===== src/rtl/fb_arbiter.sv =====
// Frame-buffer port controller: one single-port RAM shared between display
// prefetch reads (show-ahead FIFO) and image-generator writes.
module fb_arbiter #(
  parameter int FB_WORDS   = 24000,
  parameter int FIFO_DEPTH = 8,
  parameter int LOW_WATER  = 4
) (
  input  logic        clk,
  input  logic        reset,
  input  logic        wr_valid,
  output logic        wr_ready,
  input  logic [15:0] wr_addr,
  input  logic [15:0] wr_data,
  input  logic        disp_start,
  input  logic        disp_pop,
  output logic [15:0] disp_data,
  output logic        disp_empty,
  output logic        underrun,
  output logic [15:0] ram_addr,
  output logic        ram_we,
  output logic [15:0] ram_wdata,
  input  logic [15:0] ram_rdata
);

  localparam int AW = $clog2(FIFO_DEPTH);
  localparam int CW = AW + 1;
  localparam int LW = AW + 2;
  localparam logic [15:0]   LAST_ADDR = 16'(FB_WORDS - 1);
  localparam logic [15:0]   FB_LIMIT  = 16'(FB_WORDS);
  localparam logic [LW-1:0] LOW_LVL   = LW'(LOW_WATER);
  localparam logic [LW-1:0] FULL_LVL  = LW'(FIFO_DEPTH);
  localparam logic [CW-1:0] CNT_ZERO  = CW'(0);
  localparam logic [CW-1:0] CNT_ONE   = CW'(1);
  localparam logic [AW-1:0] PTR_ONE   = AW'(1);

  typedef enum logic [1:0] {
    GNT_IDLE  = 2'd0,
    GNT_READ  = 2'd1,
    GNT_WRITE = 2'd2
  } grant_t;

  logic [15:0]   fifo_mem_r [FIFO_DEPTH];
  logic [AW-1:0] head_r;
  logic [AW-1:0] tail_r;
  logic [CW-1:0] count_r;
  logic [15:0]   rd_ptr_r;
  logic          tag1_r;
  logic          tag2_r;
  logic          underrun_r;
  logic [15:0]   ram_addr_r;
  logic          ram_we_r;
  logic [15:0]   ram_wdata_r;

  logic [LW-1:0] level_s;
  grant_t        grant_s;
  logic          rd_fire_s;
  logic          wr_in_range_s;
  logic          push_s;
  logic          pop_s;
  logic          pop_empty_s;

  // Occupancy seen by the arbiter: stored words plus reads still in the RAM pipe.
  assign level_s = LW'(count_r) + LW'(tag1_r) + LW'(tag2_r);

  // Grant selection; reads win below the low-water mark so scan-out never starves.
  always_comb begin
    grant_s = GNT_IDLE;
    if (level_s < LOW_LVL) begin
      grant_s = GNT_READ;
    end else if (wr_valid) begin
      grant_s = GNT_WRITE;
    end else if (level_s < FULL_LVL) begin
      grant_s = GNT_READ;
    end else begin
      grant_s = GNT_IDLE;
    end
  end

  // A frame restart suppresses the read so the new scan begins cleanly at word 0.
  assign rd_fire_s     = (grant_s == GNT_READ) && !disp_start;
  assign wr_in_range_s = (wr_addr < FB_LIMIT);
  assign push_s        = tag2_r && !disp_start;
  assign pop_s         = disp_pop && (count_r != CNT_ZERO) && !disp_start;
  assign pop_empty_s   = disp_pop && (count_r == CNT_ZERO) && !disp_start;

  // Prefetch storage, written at the tail when returning read data lands.
  always_ff @(posedge clk or posedge reset) begin
    if (reset) begin
      for (int i = 0; i < FIFO_DEPTH; i++) begin
        fifo_mem_r[i] <= 16'h0000;
      end
    end else if (push_s) begin
      fifo_mem_r[tail_r] <= ram_rdata;
    end
  end

  // FIFO pointers, occupancy and the sticky underrun flag.
  always_ff @(posedge clk or posedge reset) begin
    if (reset) begin
      head_r     <= '0;
      tail_r     <= '0;
      count_r    <= CNT_ZERO;
      underrun_r <= 1'b0;
    end else if (disp_start) begin
      head_r     <= '0;
      tail_r     <= '0;
      count_r    <= CNT_ZERO;
      underrun_r <= 1'b0;
    end else begin
      if (push_s) begin
        tail_r <= tail_r + PTR_ONE;
      end
      if (pop_s) begin
        head_r <= head_r + PTR_ONE;
      end
      if (pop_empty_s) begin
        underrun_r <= 1'b1;
      end
      case ({push_s, pop_s})
        2'b10:   count_r <= count_r + CNT_ONE;
        2'b01:   count_r <= count_r - CNT_ONE;
        default: count_r <= count_r;
      endcase
    end
  end

  // Scan-out address and the two-stage in-flight read tags.
  always_ff @(posedge clk or posedge reset) begin
    if (reset) begin
      rd_ptr_r <= 16'h0000;
      tag1_r   <= 1'b0;
      tag2_r   <= 1'b0;
    end else if (disp_start) begin
      rd_ptr_r <= 16'h0000;
      tag1_r   <= 1'b0;
      tag2_r   <= 1'b0;
    end else begin
      tag1_r <= rd_fire_s;
      tag2_r <= tag1_r;
      if (rd_fire_s) begin
        rd_ptr_r <= (rd_ptr_r == LAST_ADDR) ? 16'h0000 : rd_ptr_r + 16'h0001;
      end
    end
  end

  // Registered RAM port; out-of-range writes handshake but never assert ram_we.
  always_ff @(posedge clk or posedge reset) begin
    if (reset) begin
      ram_addr_r  <= 16'h0000;
      ram_we_r    <= 1'b0;
      ram_wdata_r <= 16'h0000;
    end else begin
      case (grant_s)
        GNT_READ: begin
          ram_we_r <= 1'b0;
          if (rd_fire_s) begin
            ram_addr_r <= rd_ptr_r;
          end
        end
        GNT_WRITE: begin
          if (wr_in_range_s) begin
            ram_addr_r  <= wr_addr;
            ram_wdata_r <= wr_data;
            ram_we_r    <= 1'b1;
          end else begin
            ram_we_r <= 1'b0;
          end
        end
        default: ram_we_r <= 1'b0;
      endcase
    end
  end

  assign wr_ready   = (grant_s == GNT_WRITE);
  assign disp_data  = fifo_mem_r[head_r];
  assign disp_empty = (count_r == CNT_ZERO);
  assign underrun   = underrun_r;
  assign ram_addr   = ram_addr_r;
  assign ram_we     = ram_we_r;
  assign ram_wdata  = ram_wdata_r;

endmodule


===== config.mk =====
export PLATFORM = sky130hd
export DESIGN_NAME = fb_arbiter
export DESIGN_NICKNAME = d
export VERILOG_FILES = /design/src/rtl/fb_arbiter.sv
export SDC_FILE = /design/constraint.sdc
export NUM_CORES = 1
export LEC_CHECK = 0
export ABC_AREA = 1
export BUFFER_PORTS_ARGS = -buffer_cell sky130_fd_sc_hd__buf_2
export CAP_MARGIN = 10
export CORE_MARGIN = 2
export CORE_UTILIZATION = 25
export DETAILED_ROUTE_END_ITERATION = 8
export PLACE_DENSITY_LB_ADDON = 0.08
export SETUP_SLACK_MARGIN = 0.02
export SYNTH_ARGS = -nofsm -noshare
export SYNTH_HDL_FRONTEND = slang
export SYNTH_SLANG_ARGS = --single-unit

===== constraint.sdc =====
create_clock -name clk -period 13.04 [get_ports clk]
set_clock_uncertainty 0.15 [all_clocks]
set_input_delay 0.652 -clock clk [delete_from_list [all_inputs] [get_ports clk]]
set_output_delay 0.652 -clock clk [all_outputs]
set_load 0.02 [all_outputs]

==> results.cfg, run 1 <==
[outcome]
run_status = complete, no violations

[power]
power_leakage_nw = 5.226
pwr-share-comb_pct = 35.4
swShare_pct = 41.07
p_int_mw = 1.217
p_sw_mw = 0.8478
p_seq_share_pct = 39.2
power.share.clock_pct = 25.4
p_total_mw = 2.065
p_per_area_nw_per_um2 = 193.4
peakVddDrop_v = 0.00008924

[placement]
place_ws_ns = 9.767
routabilityCongestion = 0.7579
portBuffers = 104
dp_hpwl_mm = 18.88

[clocking]
post_cts_buffers = 0
cts_buffer_depth = 2
clkLatencyLatePin_ns = 0.44
cts_resized = 0
cts-root-buf = clkbuf_16
path_clk_slew_ns = 0.07
cts.sinks = 190
hold_buffers = 0
h-tree-depth = 4
cts_made_buffers = 17
cts_tree = done

[route]
via_per_inst = 4.504
firstDrtPassIters = 5
first_iter_violations = 395
vias = 7643
drc = 0
wirelength_mm = 28.04
wl_per_cell_um = 16.52
ant_nets = 0

[setup_path]
cp_max_fo = 32
critical_path_class = register to primary output
crit_required_ns = 12.24
cp-start-kind = register
worstPathArrival_ns = 2.93
reg2reg_to = ram_addr[4]
r2r_cells = 9
r2r_slack_ns = 10.52
r2r-start = count_r[0]
endpoint_kind = primary output

[logic_synthesis]
yosysSeqAreaShare_pct = 51.79
ys.flop_type = dfrtp_1
yosysTopAreaCell = dfrtp_1
ys_warn_count = 0
async_flop_share_pct = 100.0
netlist.area_leader.share_pct = 51.79
synth_fp_nets = 1205
synth.distinct_cells = 39
synthTopCellsByArea = dfrtp_1, nand2_1, o21ai_0, inv_1, nor2_1
synth.ff_latch_count = 190
avgSynthCellArea_um2 = 8.018
synth_cells = 1145
syn_area_um2 = 9180
synth_edf_count = 0

[floorplanning]
ios = 105
initial_utilization_pct = 25.26
die_area_um2 = 38270
die_w_um = 195.6
rows = 70
dieHeight_um = 195.6
core_um2 = 36350

[cells_and_area]
n_antenna_cell = 0
final_layout_size_suffix_gt1_share_pct = 14.08
layout.nets = 1277
area_delta_synth_final_pct = 16.31
final_core_util_pct = 29.38

[timing]
setup_viol = 0
post-route-min-period_ns = 3.729
layout_setup_ws_ns = 9.311
fmax_mhz = 268.1
holdWs_ns = 0.08714
final_max_slew_viol_count = 0
rsz0062_at_grt = no
fin_crit_sh_pct = 28.60
hold_violations = 0
tightest_slew_ns = 1.174
setup_tns_ns = 0
relSlewSlack_pct = 21.64

[grt]
grt_pass1_vias = 7562
grt_overflow = 0
grt_max_degree = 74
grt_use_met1_pct = 21.36
antenna_found_initial = 0
met2_usage_pct = 24.38
track_usage_pct = 15.27
grtUsageMet3_pct = 3.333
busiest_layer = met2
grt_pass1_wl_mm = 45.04

[hold_path]
hold_class = input port to async pin

[run]
max_cap_viol_count = 0
logic make-up after synthesis:
| group | after synthesis | synth area share (%) |
|---|---|---|
| AND/OR/NAND/NOR | 515 | 23.82 |
| AO/OA/AOI/OAI | 262 | 15.06 |
| buffers and inverters | 161 | 7.333 |
| XOR/XNOR | 10 | 0.9541 |
| flip-flops | 190 | 51.79 |
| adder cells (fa/ha/maj) | 7 | 1.036 |
per-stage QoR:
step / instances / cell area, um^2
2_1_floorplan: 1145 / 9180
5_1_grt: 1697 / 10680
6_report: 1697 / 10680
4_1_cts: 1696 / 10650
3_3_place_gp: 1665 / 10080
3_5_place_dp: 1665 / 10080
registers in the layout, summed over array words and instances (netlist names):
register	cells
rd_ptr_r	16
fifo_mem_r	128
tag1_r	1
underrun	1
ram_addr	16
ram_wdata	16
head_r	3
tag2_r	1
ram_we	1
count_r	4
tail_r	3
worst max-delay path by stage:
| stage | startpoint | slack [ns] | cells past startpoint | endpoint |
|---|---|---|---|---|
| floorplan | reset | 7.07 | 1 | count_r[0] |
| global placement | head_r[0] | 9.78 | 6 | disp_data[14] |
| CTS | head_r[0] | 9.26 | 6 | disp_data[14] |
| detailed placement | head_r[0] | 9.77 | 6 | disp_data[14] |
| global route | head_r[0] | 9.10 | 6 | disp_data[9] |
| finish | head_r[0] | 9.31 | 6 | disp_data[14] |
layer usage:
layer | up-vias | routed length (um)
met3 | 11 | 1108
met2 | 144 | 12770
met5 | - | 0
li1 | 3857 | -
met1 | 3631 | 13930
met4 | 0 | 229
cells in the final DEF, fill, tap and decap left out, types with 6 or more instances in the layout:
| master | netlist | layout |
|---|---|---|
| o21ai_1 | 16 | 16 |
| o211ai_1 | 16 | 16 |
| buf_2 | 31 | 104 |
| clkbuf_16 | 0 | 17 |
| a31oi_1 | 16 | 16 |
| nand2_1 | 345 | 345 |
| ha_1 | 6 | 6 |
| nand4_1 | 25 | 25 |
| nand3_1 | 36 | 36 |
| inv_1 | 91 | 90 |
| buf_4 | 3 | 11 |
| a21oi_1 | 20 | 20 |
| nor2_1 | 87 | 87 |
| dfrtp_1 | 190 | 188 |
| o21ai_0 | 189 | 189 |
| xor2_1 | 9 | 9 |
power by group through the flow:
| stage | clock, mW | combinational (mW) | sequential (mW) |
|---|---|---|---|
| after floorplan | 0 | 0.481 | 0.832 |
| after global placement | 0 | 0.741 | 0.823 |
| after detailed placement | 0 | 0.744 | 0.818 |
| after CTS | 0.545 | 0.746 | 0.810 |
| after global routing | 0.571 | 0.828 | 0.828 |
| final | 0.525 | 0.730 | 0.809 |
layout make-up:
class                      instances  area, um^2
clock buffer                      18       439.2
sequential                       190        4760
multi-input combinational        794        3752
inverter                          98       379.1
clock inverter                    13       131.4
fill                            3931       25670
tap                              468       585.6
timing repair buffer             116       630.6
Yosys cell counts, types with 2 or more instances:
library cell and number:
nand2_1 345, dfrtp_1 190, o21ai_0 189, inv_1 91, nor2_1 87, nand3_1 36
buf_2 31, clkbuf_1 26, nand4_1 25, a21oi_1 20, a31oi_1 16, o211ai_1 16
o21ai_1 16, xor2_1 9, ha_1 6, inv_2 4, nand2_2 4, nor2_4 4
buf_4 3, nor3_1 3, o21bai_1 3, buf_6 2, nand3_2 2, nor3_4 2
critical path, stage by stage, from the launching register on:
cell and delay [ns]:
dfrtp_4 0.61, inv_1 0.90, nor2_1 0.08, o21ai_1 0.17, nor2_1 0.05, a31oi_1 0.40
buf_2 0.26
Note: power is estimated with default switching activity, not from simulation.
==> inputs of run 2 (changes only) <==
- clock period: 13.04 -> 3.2 ns (I/O delays scaled with it)
==> results.cfg, run 2 (synthesis gave the netlist of run 1 again) <==
[cells_and_area]
area_delta_synth_final_pct = 22.03
top_register = fifo_mem_r
n_antenna_cell = 0
final_cell_mix = nand2_1, o21ai_0, dfrtp_1, buf_2, inv_1
final_layout_size_suffix_gt1_share_pct = 13.83
layout.nets = 1329
largest_reg_flops = 128
final_core_util_pct = 30.82
final_common_cell = nand2_1

[timing]
fin_crit_sh_pct = 85.09
relSlewSlack_pct = 40.63
hold_violations = 0
post-route-min-period_ns = 2.723
layout_setup_ws_ns = 0.4770
setup_tns_ns = 0
final_max_slew_viol_count = 0
tightest_slew_ns = 0.8906
fmax_mhz = 367.2
setup_viol = 0
holdWs_ns = 0.004928
rsz0062_at_grt = no

[power]
p_sw_mw = 3.475
p_int_mw = 5.037
pwr-share-comb_pct = 36.0
swShare_pct = 40.82
peakVddDrop_v = 0.0004319
power.share.clock_pct = 24.8
p_per_area_nw_per_um2 = 759.9
p_seq_share_pct = 39.2
power_leakage_nw = 5.451

[floorplanning]
die_area_um2 = 38270
core_um2 = 36350
dieHeight_um = 195.6
initial_utilization_pct = 25.26
ios = 105
die_w_um = 195.6
rows = 70

[clocking]
h-tree-depth = 4
cts_tree = done
cts-root-buf = clkbuf_16
clkLatencyLatePin_ns = 0.44
path_clk_slew_ns = 0.07
cts.sinks = 190
post_cts_buffers = 0
cts_buffer_depth = 2
cts_made_buffers = 17

[setup_path]
r2r_slack_ns = 0.85
worstPathArrival_ns = 2.41
r2r_cells = 9
critical_path_class = register to primary output
r2r-start = count_r[0]
reg2reg_to = ram_addr[9]
endpoint_kind = primary output
crit_required_ns = 2.89
crit_start = head_r[0]
cp_max_fo = 47
cp-start-kind = register

[run]
max_cap_viol_count = 0

[route]
ant_nets = 0
wirelength_mm = 28.85
drc = 0
vias = 7806
wl_per_cell_um = 16.51
first_iter_violations = 436
via_per_inst = 4.466
firstDrtPassIters = 5

[placement]
place_ws_ns = 0.8272
routabilityCongestion = 0.7696
portBuffers = 104
dp_hpwl_mm = 19.25

[grt]
antenna_found_initial = 0
grt_max_degree = 64
grt_pass1_wl_mm = 47.04
track_usage_pct = 15.98
grt_pass1_vias = 8026
grt_overflow = 0

[hold_path]
holdPathStages = 5
hold_class = input port to register
holdPathEnd = ram_addr[10]
min_from = wr_addr[10]

[outcome]
run_status = complete, no violations
-- run 2: repair_timing --
action | in CTS | in global routing
hold endpoints to repair | 146 | 0
hold buffers | 45 | 0
resized for setup | 0 | 0
-- run 2: power by group through the flow --
stage	Sequential, mW	Combinational, mW	Clock [mW]
finish	3.34	3.06	2.11
global route	3.42	3.47	2.29
CTS	3.34	3.13	2.20
detailed placement	3.38	3.08	0
global placement	3.39	3.07	0
floorplan	3.39	1.96	0
-- run 2: worst max-delay path by stage --
stage	slack [ns]	endpoint	cells past startpoint
after CTS	0.41	disp_data[10]	7
after detailed placement	0.83	ram_wdata[14]	11
after global routing	0.30	disp_data[14]	6
after global placement	0.85	ram_wdata[12]	11
final	0.48	disp_data[11]	7
after floorplan	0.44	count_r[0]	1
-- run 2: layout make-up --
type | instances | area (um^2)
clock buffer | 20 | 446.7
clock inverter | 10 | 106.4
timing repair buffer | 168 | 1176
fill | 3876 | 25150
tap | 468 | 585.6
inverter | 98 | 375.4
multi-input combinational | 794 | 3752
sequential | 190 | 4760
-- run 2: worst max-delay path, cell delays in order (launching register included) --
cell and delay [ns]:
dfrtp_4 0.69, inv_1 0.21, buf_12 0.20, nor2_1 0.06, o21ai_1 0.13, nor2_1 0.05, a31oi_1 0.37, buf_2 0.25
-- run 2: layer usage --
metal | up-vias | track usage, % | wire, um
li1 | 3961 | - | -
met1 | 3695 | 22.60 | 14800
met2 | 135 | 25.53 | 12940
met3 | 15 | 2.642 | 852
met4 | 0 | 3.732 | 267
met5 | - | 0 | 0
-- run 2: stage by stage --
stage,instances,power (mW),cell area [um^2]
after detailed placement,1673,6.456,10200
after global routing,1748,9.177,11200
after floorplan,1145,5.351,9184
after CTS,1748,8.675,11200
after global placement,1673,6.465,10200
final,1748,8.512,11200
==> inputs of run 3 (changes only) <==
- CELL_PAD_IN_SITES_DETAIL_PLACEMENT: default -> 1
- CELL_PAD_IN_SITES_GLOBAL_PLACEMENT: default -> 1
==> results.cfg, run 3 (synthesis gave the netlist of run 1 again) <==
[route]
wl_met3_um = 644
ant_nets = 0
via_per_inst = 4.486
highest_layer = met4
wl_per_cell_um = 17.67
wl_met1_mm = 14.82
first_iter_violations = 299
firstDrtPassIters = 4
wirelength_mm = 31.03
drc = 0
route.met2.wl_mm = 15.18
vias = 7877

[floorplanning]
die_area_um2 = 38270
initial_utilization_pct = 25.26
dieHeight_um = 195.6
die_w_um = 195.6
rows = 70
core_um2 = 36350
ios = 105

[power]
p_sw_mw = 3.641
pwr-share-comb_pct = 35.8
p_int_mw = 5.113
p_seq_share_pct = 37.9
swShare_pct = 41.59
p_per_area_nw_per_um2 = 774.6
power.share.clock_pct = 26.3
p_total_mw = 8.754
peakVddDrop_v = 0.0004240
power_leakage_nw = 5.497

[grt]
grt_pass1_vias = 8603
grt_overflow = 0
grt_max_degree = 79
antenna_found_initial = 0
grt_pass1_wl_mm = 50.32
track_usage_pct = 17.19

[cells_and_area]
top_register = fifo_mem_r
multi_input_area_um2 = 3752
final_layout_size_suffix_gt1_share_pct = 14.21
fill_cells = 4330
final_common_cell = nand2_1
final_cell_mix = nand2_1, o21ai_0, dfrtp_1, buf_2, inv_1
final-seq-area_um2 = 4760
largest_reg_flops = 128
n_antenna_cell = 0
area_delta_synth_final_pct = 23.10
layout.nets = 1335

[clocking]
cts.sinks = 190
hold_buffers = 49
cts_resized = 0
path_clk_slew_ns = 0.08
cts_made_buffers = 17
cts_buffer_depth = 2
cts_tree = done
cts-root-buf = clkbuf_16
clkLatencyLatePin_ns = 0.45
post_cts_buffers = 0
h-tree-depth = 4

[setup_path]
cp-start-kind = register
crit_cells = 8
r2r_cells = 9
cpPeakStageDelay_ns = 0.60
critical_path_class = register to primary output
crit_required_ns = 2.89
endpoint_kind = primary output
cp_num_buf_inv = 3
r2r_slack_ns = 0.77
cp_max_fo = 26
path_cells = buf_4, buf_4, a21oi_1, o21ai_0, o21ai_0, nor2_1, a31oi_1, buf_2
slowest_stage = dfrtp_4
path_delay_family = buffers and inverters
worstPathArrival_ns = 2.42

[placement]
routabilityCongestion = 0.7213
portBuffers = 104
dp_hpwl_mm = 21.31

[timing]
fmax_mhz = 366.6
setup_tns_ns = 0
fin_crit_sh_pct = 85.25
setup_viol = 0
relSlewSlack_pct = 48.22
post-route-min-period_ns = 2.728
hold_violations = 0
rsz0062_at_grt = no
final_max_slew_viol_count = 0
tightest_slew_ns = 0.7744

[hold_path]
holdPathStages = 5
hold_class = input port to register

[outcome]
run_status = complete, no violations

[run]
max_cap_viol_count = 0
run 3: changes by cell type in the layout (fill, tap and decap cells not counted), sizes merged:
cell,delta
bufinv,+1
dlygate4sd3,+4
clkinv,+2
clkbuf,-3
inv,+2
buf,+2
run 3: power groups by stage:
stage | Combinational [mW] | Sequential [mW] | Clock [mW]
final | 3.14 | 3.32 | 2.30
after global routing | 3.55 | 3.40 | 2.49
after CTS | 3.23 | 3.33 | 2.39
after detailed placement | 3.18 | 3.36 | 0
after global placement | 3.15 | 3.37 | 0
after floorplan | 1.96 | 3.39 | 0
run 3: worst paths after layout:
kind,start,to
max in group asynchronous,reset,fifo_mem_r[50]
setup reg to reg,count_r[0],ram_addr[12]
hold / removal,wr_addr[9],ram_addr[9]
setup / recovery,head_r[0],disp_data[2]
min in group asynchronous,reset,underrun
hold reg to reg,fifo_mem_r[103],fifo_mem_r[103]
run 3: cell type report:
cell class                      count  share of cell area, %
Tap cell                          468                  5.182
Multi-Input combinational cell    794                  33.20
Sequential cell                   190                  42.12
Clock inverter                     15                  1.738
Timing Repair Buffer              174                  10.67
Inverter                           98                  3.322
Clock buffer                       17                  3.764
run 3: worst register-to-register path, cell delays in order, from the launching register on:
cell and delay (ns):
dfrtp_1 0.46, ha_1 0.32, nand2_1 0.06, nand2_1 0.05, nand2_2 0.08, nand2_1 0.08
nand3b_1 0.59, nand3_4 0.34, nand2_1 0.13, nand2_1 0.07
run 3: per-layer routing:
metal	global-route usage [%]	vias up
met5	0	-
met4	4.467	0
met1	22.57	3769
met3	2.418	20
met2	29.70	109
li1	-	3979
run 3: metrics by stage:
stage                     std cells  util (%)  setup slack [ns]  hold slack, ns  cell area, um^2
after floorplan                1145         -            0.4415         0.07314             9184
after global placement         1675     28.03            0.8239          0.1264            10190
after detailed placement       1675     28.03            0.7957          0.1340            10190
after CTS                      1756     31.09            0.3928        0.005105            11300
after global routing           1756     31.09            0.1347         0.01034            11300
final                          1756     31.09            0.4720         0.01587            11300
